### src/rtl/adc_spi_pkg.sv
// Shared state types, frame geometry and command bits for the SPI ADC sampler.
package adc_spi_pkg;

  typedef enum logic [2:0] {
    IDLE,
    WAIT,
    CS_SETUP,
    SHIFT,
    CS_HOLD,
    UPDATE
  } adc_state_t;

  typedef enum logic [1:0] {
    F_IDLE,
    F_SETUP,
    F_SHIFT,
    F_HOLD
  } frame_phase_t;

  localparam logic [4:0] FRAME_BITS   = 5'd17;
  localparam logic [4:0] CMD_BITS     = 5'd4;
  localparam logic [4:0] NULL_BIT_IDX = 5'd4;
  localparam logic [4:0] DATA_MSB_IDX = NULL_BIT_IDX + 5'd1;
  localparam logic [4:0] LAST_BIT_IDX = FRAME_BITS - 5'd1;

  localparam logic CMD_START    = 1'b1;
  localparam logic CMD_SGL_DIFF = 1'b1;
  localparam logic CMD_MSBF     = 1'b1;

  localparam logic [11:0] FAULT_THRESHOLD = 12'h7D0;

  // MOSI level for SCLK period idx; zero once the command has been sent.
  function automatic logic cmd_bit(input logic [4:0] idx, input logic ch);
    logic b;
    b = 1'b0;
    if (idx < CMD_BITS) begin
      case (idx[1:0])
        2'd0:    b = CMD_START;
        2'd1:    b = CMD_SGL_DIFF;
        2'd2:    b = ch;
        default: b = CMD_MSBF;
      endcase
    end
    return b;
  endfunction

endpackage

### src/rtl/adc_spi_frame.sv
// One MCP3202-style SPI frame: CS setup, 17 SCLK periods, CS hold.
// Captures the 12 data bits MSB first into data_out.
module adc_spi_frame
  import adc_spi_pkg::*;
#(
  parameter int CLK_DIV = 50,
  parameter int ADC_CH  = 0
) (
  input  logic        clk,
  input  logic        rst,
  input  logic        start,
  input  logic        adc_miso,
  output logic        adc_sclk,
  output logic        adc_cs_n,
  output logic        adc_mosi,
  output logic        setup_done,
  output logic        shift_done,
  output logic        done,
  output logic [11:0] data_out
);

  localparam int DIV_W = $clog2(CLK_DIV + 1);
  localparam logic [DIV_W-1:0] DIV_LOAD = DIV_W'(CLK_DIV - 1);
  localparam logic CH_BIT = ADC_CH[0];

  frame_phase_t     phase;
  logic [DIV_W-1:0] div_cnt;
  logic [4:0]       bit_idx;
  logic [11:0]      shreg;
  logic             tick;
  logic             data_bit;

  assign tick       = (div_cnt == '0);
  assign data_bit   = (bit_idx >= DATA_MSB_IDX) && (bit_idx <= LAST_BIT_IDX);
  assign setup_done = (phase == F_SETUP) && tick;
  assign shift_done = (phase == F_SHIFT) && tick && adc_sclk && (bit_idx == LAST_BIT_IDX);
  assign done       = (phase == F_HOLD) && tick;
  assign data_out   = shreg;

  always_ff @(posedge clk or posedge rst) begin
    if (rst) begin
      phase    <= F_IDLE;
      div_cnt  <= '0;
      bit_idx  <= '0;
      shreg    <= '0;
      adc_sclk <= 1'b0;
      adc_cs_n <= 1'b1;
      adc_mosi <= 1'b0;
    end else begin
      case (phase)
        F_IDLE: begin
          if (start) begin
            phase    <= F_SETUP;
            adc_cs_n <= 1'b0;
            div_cnt  <= DIV_LOAD;
          end
        end
        F_SETUP: begin
          if (tick) begin
            phase    <= F_SHIFT;
            div_cnt  <= DIV_LOAD;
            bit_idx  <= '0;
            adc_mosi <= cmd_bit(5'd0, CH_BIT);
          end else begin
            div_cnt <= div_cnt - DIV_W'(1);
          end
        end
        F_SHIFT: begin
          if (!tick) begin
            div_cnt <= div_cnt - DIV_W'(1);
          end else begin
            div_cnt <= DIV_LOAD;
            if (!adc_sclk) begin
              adc_sclk <= 1'b1;
              if (data_bit) shreg <= {shreg[10:0], adc_miso};
            end else begin
              // MOSI only moves on the falling edge, so it is stable while SCLK is high.
              adc_sclk <= 1'b0;
              if (bit_idx == LAST_BIT_IDX) begin
                phase    <= F_HOLD;
                adc_cs_n <= 1'b1;
                adc_mosi <= 1'b0;
              end else begin
                bit_idx  <= bit_idx + 5'd1;
                adc_mosi <= cmd_bit(bit_idx + 5'd1, CH_BIT);
              end
            end
          end
        end
        F_HOLD: begin
          if (tick) phase <= F_IDLE;
          else div_cnt <= div_cnt - DIV_W'(1);
        end
        default: phase <= F_IDLE;
      endcase
    end
  end

endmodule

### src/rtl/adc_spi_sampler.sv
// Periodic SPI ADC sampler averaging 2^AVG_LOG2 conversions into voltage.
// Define ADC_RANGE_CHECK_EN to add the sensor_fault output.
//
// state    | meaning
// IDLE     | sampling disabled, accumulator empty
// WAIT     | period timer running between frames
// CS_SETUP | CS low, before first SCLK
// SHIFT    | 17 SCLK periods of command/data
// CS_HOLD  | CS high guard time; sample accumulated on exit
// UPDATE   | averaged result presented with voltage_valid
module adc_spi_sampler
  import adc_spi_pkg::*;
#(
  parameter int CLK_DIV       = 50,
  parameter int SAMPLE_PERIOD = 100000,
  parameter int AVG_LOG2      = 2,
  parameter int ADC_CH        = 0
) (
  input  logic        clk,
  input  logic        rst,
  input  logic        enable,
  input  logic        adc_miso,
  output logic        adc_sclk,
  output logic        adc_cs_n,
  output logic        adc_mosi,
  output logic [11:0] voltage,
  output logic        voltage_valid,
  output logic        busy
`ifdef ADC_RANGE_CHECK_EN
  ,
  output logic        sensor_fault
`endif
);

  localparam int ACC_W = 12 + AVG_LOG2;
  localparam int CNT_W = AVG_LOG2 + 1;
  localparam int TMR_W = $clog2(SAMPLE_PERIOD + 1);
  localparam logic [TMR_W-1:0] TMR_LOAD = TMR_W'(SAMPLE_PERIOD - 1);
  localparam logic [CNT_W-1:0] CNT_LAST = CNT_W'((1 << AVG_LOG2) - 1);

  adc_state_t       state;
  logic [TMR_W-1:0] tmr;
  logic [ACC_W-1:0] acc;
  logic [ACC_W-1:0] acc_sum;
  logic [CNT_W-1:0] cnt;
  logic [11:0]      sample;
  logic [11:0]      avg;
  logic             tmr_zero;
  logic             start;
  logic             setup_done;
  logic             shift_done;
  logic             frame_done;

  assign tmr_zero = (tmr == '0);
  assign start    = enable && ((state == IDLE) || ((state == WAIT) && tmr_zero));
  assign acc_sum  = acc + ACC_W'(sample);
  assign avg      = 12'(acc_sum >> AVG_LOG2);

  adc_spi_frame #(
    .CLK_DIV (CLK_DIV),
    .ADC_CH  (ADC_CH)
  ) u_frame (
    .clk        (clk),
    .rst        (rst),
    .start      (start),
    .adc_miso   (adc_miso),
    .adc_sclk   (adc_sclk),
    .adc_cs_n   (adc_cs_n),
    .adc_mosi   (adc_mosi),
    .setup_done (setup_done),
    .shift_done (shift_done),
    .done       (frame_done),
    .data_out   (sample)
  );

  always_ff @(posedge clk or posedge rst) begin
    if (rst) begin
      state         <= IDLE;
      tmr           <= '0;
      acc           <= '0;
      cnt           <= '0;
      voltage       <= '0;
      voltage_valid <= 1'b0;
      busy          <= 1'b0;
`ifdef ADC_RANGE_CHECK_EN
      sensor_fault  <= 1'b0;
`endif
    end else begin
      voltage_valid <= 1'b0;
      // Period timer is measured frame start to frame start.
      if (start) tmr <= TMR_LOAD;
      else if (!tmr_zero) tmr <= tmr - TMR_W'(1);

      case (state)
        IDLE: begin
          if (start) begin
            state <= CS_SETUP;
            busy  <= 1'b1;
          end
        end
        WAIT: begin
          if (tmr_zero) begin
            if (enable) begin
              state <= CS_SETUP;
              busy  <= 1'b1;
            end else begin
              state <= IDLE;
              acc   <= '0;
              cnt   <= '0;
            end
          end
        end
        CS_SETUP: if (setup_done) state <= SHIFT;
        SHIFT:    if (shift_done) state <= CS_HOLD;
        CS_HOLD: begin
          if (frame_done) begin
            busy <= 1'b0;
            if (cnt == CNT_LAST) begin
              state         <= UPDATE;
              voltage       <= avg;
              voltage_valid <= 1'b1;
              acc           <= '0;
              cnt           <= '0;
`ifdef ADC_RANGE_CHECK_EN
              sensor_fault  <= (avg <= FAULT_THRESHOLD);
`endif
            end else begin
              state <= WAIT;
              acc   <= acc_sum;
              cnt   <= cnt + CNT_W'(1);
            end
          end
        end
        UPDATE:  state <= WAIT;
        default: state <= IDLE;
      endcase
    end
  end

endmodule

### config.mk
export PLATFORM = sky130hd
export DESIGN_NAME = adc_spi_sampler
export DESIGN_NICKNAME = d
export VERILOG_FILES = /design/src/rtl/adc_spi_pkg.sv /design/src/rtl/adc_spi_frame.sv /design/src/rtl/adc_spi_sampler.sv
export SDC_FILE = /design/constraint.sdc
export NUM_CORES = 1
export LEC_CHECK = 0
export CAP_MARGIN = 20
export CORE_ASPECT_RATIO = 0.6
export CORE_UTILIZATION = 53
export DETAILED_ROUTE_END_ITERATION = 10
export GPL_TIMING_DRIVEN = 0
export HOLD_SLACK_MARGIN = 0.08
export PLACE_DENSITY = 0.71
export SLEW_MARGIN = 20
export SYNTH_ARGS = -nofsm -noshare
export SYNTH_HDL_FRONTEND = slang
export SYNTH_HIERARCHICAL = 1
export SYNTH_SLANG_ARGS = --single-unit
### constraint.sdc
create_clock -name clk -period 5.9 [get_ports clk]
set_input_delay 1.77 -clock clk [delete_from_list [all_inputs] [get_ports clk]]
set_output_delay 1.77 -clock clk [all_outputs]
set_load 0.01 [all_outputs]
==> results_tabular.tex <==
\begin{tabular}{lr}
\hline
Metric & Value \\
\hline
\multicolumn{2}{l}{\textbf{Timing}} \\
\quad Setup skew after layout & 0.00421 ns \\
\quad Maximum achievable frequency & 0.286 GHz \\
\quad Setup TNS after final layout & 0 ns \\
\quad Min Tclk post-route & 3.50 ns \\
\quad Final worst hold slack & 0.479 ns \\
\quad Count of pins over their slew limit & 0 \\
\quad Fin. Hold Viols & 0 \\
\quad Setup violators final & 0 \\
\quad RSZ-0062 raised after global routing & false \\
\quad Fin worst setup slack & 2.40 ns \\
\quad Worst slew slack as a fraction of its limit & 50.4\% \\
\quad Transition time at the pin with the least slew margin & 0.743 ns \\
\quad Crit share post-route & 59.2\% \\
\multicolumn{2}{l}{\textbf{Placement}} \\
\quad Buffers on Ports & 20 \\
\quad Setup WS pre-CTS & 2.12 ns \\
\quad DP HPWL & 7020 um \\
\quad Routability-driven placement congestion ratio & 0.883 \\
\multicolumn{2}{l}{\textbf{Clocking}} \\
\quad Latest clock arrival within the worst-skew pair & 0.34 ns \\
\quad Hold-fix buffers, CTS & 0 \\
\quad Clock buffers created by TritonCTS & 9 \\
\quad Clock tree root driver cell & clkbuf\_16 \\
\quad Clock tree from TritonCTS & yes \\
\quad Clock transition at path regs & 0.06 ns \\
\quad Worst-case clock buffer depth & 2 \\
\quad Total of cells resized after clock tree synthesis & 0 \\
\quad CTS H-tree depth & 3 \\
\quad Number of clock sinks & 79 \\
\quad Count of buffers added by post-CTS timing repair for setup & 0 \\
\multicolumn{2}{l}{\textbf{Power}} \\
\quad Max rail drop VDD & 0.223 mV \\
\quad Leakage power of the design & 0.00233 uW \\
\quad Power Density & 346 nW/um\^{}2 \\
\quad Overall Power & 1780 uW \\
\multicolumn{2}{l}{\textbf{Job}} \\
\quad Max capacitance violation total & 0 \\
\multicolumn{2}{l}{\textbf{Worst setup path}} \\
\quad Arrival time reported for the critical path endpoint & 3.72 ns \\
\quad Slowest CP cell & clkdlybuf4s50\_1 \\
\quad Worst-path maximum fanout & 10 \\
\quad Setup crit start kind & input pin \\
\quad Slowest stage delay, CP & 0.46 ns \\
\quad Sort of element at the end of the critical path & register \\
\quad Gate family responsible for the most delay along the worst path & buffers and inverters \\
\quad Required time worst endpoint & 6.12 ns \\
\quad Sequence of cells on the critical path & clkdlybuf4s50\_1 -> nand2\_1 -> a21o\_1 -> clkinv\_1 -> nor2b\_1 -> clkbuf\_1 -> a31o\_2 -> a21oi\_1 -> o32a\_1 \\
\quad Number of buffer and inverter stages on the critical path & 3 \\
\quad Critical Setup Path Class & in -> reg \\
\multicolumn{2}{l}{\textbf{Layout}} \\
\quad Share of the core filled with cells & 64.0\% \\
\quad Count of inserted antenna diode cells & 0 \\
\quad Relative area change from synthesis to final layout & 14.3\% \\
\quad Final net count & 495 \\
\quad Layout cell share with drive strength beyond 1 & 14.7\% \\
\multicolumn{2}{l}{\textbf{Synthesis}} \\
\quad Mean cell area of the mapped netlist & 10.4 sq um \\
\quad Mapped Nets & 464 \\
\quad Share of flip-flops with an asynchronous set or reset & 100\% \\
\quad Flip-flop cell with the highest count after synthesis & dfrtp\_1 \\
\quad Most instantiated cells after synthesis & 78 x dfrtp\_1, 40 x nand2\_1, 34 x nor2\_1 \\
\quad Number of warnings issued by yosys & 6 \\
\quad Leading cell types by total area after synthesis & dfrtp\_1 43\%, ha\_1 7.2\%, mux2\_4 3.3\% \\
\quad Cell area after synthesis & 4500 sq um \\
\quad Cell count after synthesis & 433 \\
\quad Number of distinct library cell variants in the gate-level netlist after synthesis & 73 \\
\quad Biggest area consumer among synthesized cells & dfrtp\_1 \\
\quad Synth top area share & 43.4\% \\
\quad Cell with the most instances after synthesis & dfrtp\_1 \\
\quad Number of synthesized flops with an enable pin & 0 \\
\quad Flop and latch count out of synthesis & 79 \\
\quad Sequential element share of the synthesized area & 44.0\% \\
\multicolumn{2}{l}{\textbf{Drt}} \\
\quad Drt first-iter violations & 354 \\
\quad Drt via density & 5.93 \\
\quad Total length of routed wires & 9830 um \\
\quad Average wire per cell in the routed design & 17.0 um \\
\quad Number of DRC violations after detailed routing & 0 \\
\quad TritonRoute pass-1 iters & 5 \\
\quad Final antenna-violating net count & 0 \\
\quad Detailed-route via count & 3424 \\
\multicolumn{2}{l}{\textbf{Floorplanning}} \\
\quad Die area & 8880 sq um \\
\quad Starting density of the core & 56.0\% \\
\quad Floorplan Core Area & 8040 sq um \\
\quad Die outline height & 73.4 um \\
\quad Width of the die & 121 um \\
\quad Number of placement rows & 25 \\
\quad I/O pin count & 21 \\
\multicolumn{2}{l}{\textbf{Run status}} \\
\quad Outcome & finished clean \\
\multicolumn{2}{l}{\textbf{Global routing}} \\
\quad Initial antenna violation count & 0 \\
\quad Vias in the first global route & 3193 \\
\quad Remaining global-route overflow & 0 \\
\quad Global-route wire length before repair & 16500 um \\
\quad Maximum number of pins on one net before global-route repair & 52 \\
\quad Aggregate global-route resource usage & 24.3\% \\
\multicolumn{2}{l}{\textbf{Hold path}} \\
\quad Class of the tightest hold or removal check & reg -> reg \\
\hline
\end{tabular}
==> tightest hold or removal path, stage by stage, from the launching register on <==
cell     delay, ns
dfrtp_1       0.34
nand2_1       0.04
o21ai_0       0.06
==> per-stage QoR <==
stage	instances	cell area [sq um]
3_5_place_dp	561	4840
4_1_cts	577	5150
5_1_grt	577	5150
6_report	577	5150
2_1_floorplan	433	4500
3_3_place_gp	561	4840
==> metal layers <==
metal	up-vias	share of wire, %	GRT usage (%)
li1	1628	-	-
met4	0	0.95	5.76
met1	1701	53	37.1
met5	-	0	0
met2	86	41	34.3
met3	9	5.6	5.98
==> flip-flops by register name, summed over array words and instances, names as in the netlist, 3 cells and up <==
| signal | cells |
|---|---|
| voltage | 12 |
| cnt | 3 |
| state | 3 |
| u_frame/div_cnt | 6 |
| tmr | 17 |
| u_frame/data_out | 12 |
| acc | 14 |
| u_frame/bit_idx | 5 |
==> cell type report <==
cell class | count | area (sq um)
plain buffers | 11 | 62.6
clock buffers | 10 | 239
clock inverters | 6 | 68.8
fillers | 620 | 2890
inverters | 21 | 81.3
multi-input cells | 322 | 2380
flip-flops and latches | 79 | 1980
well taps | 108 | 135
repair buffers | 20 | 200
==> final timing paths <==
path	startpoint	cells past startpoint	slack [ns]	to
max in group asynchronous	rst	2	3.52	tmr[16]
min in group asynchronous	rst	2	1.90	u_frame/div_cnt[3]
hold / removal	voltage[11]	2	0.48	voltage[11]
setup / recovery	enable	9	2.40	u_frame/div_cnt[4]
setup reg to reg	tmr[0]	12	2.58	u_frame/div_cnt[3]
hold reg to reg	voltage[11]	2	0.48	voltage[11]
==> layout by cell type (no fill, tap or decap), types with 3 or more instances in the layout <==
| cell type | count |
|---|---|
| nor3_1 | 9 |
| nand3_1 | 8 |
| and2_1 | 4 |
| or3_1 | 4 |
| nor2_1 | 34 |
| o21ai_0 | 19 |
| xnor2_1 | 17 |
| a22o_1 | 11 |
| clkbuf_1 | 6 |
| nand2b_1 | 4 |
| ha_1 | 26 |
| xor2_1 | 5 |
| or4_4 | 4 |
| a21o_1 | 5 |
| mux2_4 | 10 |
| dfrtp_1 | 78 |
| clkdlybuf4s50_1 | 20 |
| and3_1 | 5 |
| a31oi_1 | 11 |
| inv_1 | 17 |
| nor2b_1 | 8 |
| nor4_1 | 3 |
| mux2_2 | 12 |
| clkinvlp_4 | 4 |
| clkbuf_16 | 9 |
| nand2_1 | 40 |
| o32a_1 | 3 |
| a21oi_1 | 21 |
| o21a_1 | 5 |
==> where the power goes <==
group / leakage (uW) / switching, uW / internal [uW] / total, uW
Clock: 0.000137 / 228 / 340 / 568
Sequential: 0.000992 / 87.1 / 613 / 700
Combinational: 0.00120 / 302 / 211 / 514
Total: 0.00233 / 617 / 1160 / 1780
==> logic make-up (layout without fill, tap and decap cells) <==
kind of cell             count (synthesis)  count (layout)  synth area share (%)
AND/OR/NAND/NOR                        146             146                  18.1
buffers and inverters                   32              68                  3.14
adder cells (fa/ha/maj)                 27              27                  7.67
AO/OA/AOI/OAI                          103             103                  16.1
multiplexers                            24              24                  6.78
XOR/XNOR                                22              22                  4.28
flip-flops                              79              79                  44.0
(Power assumes the default switching activity.)
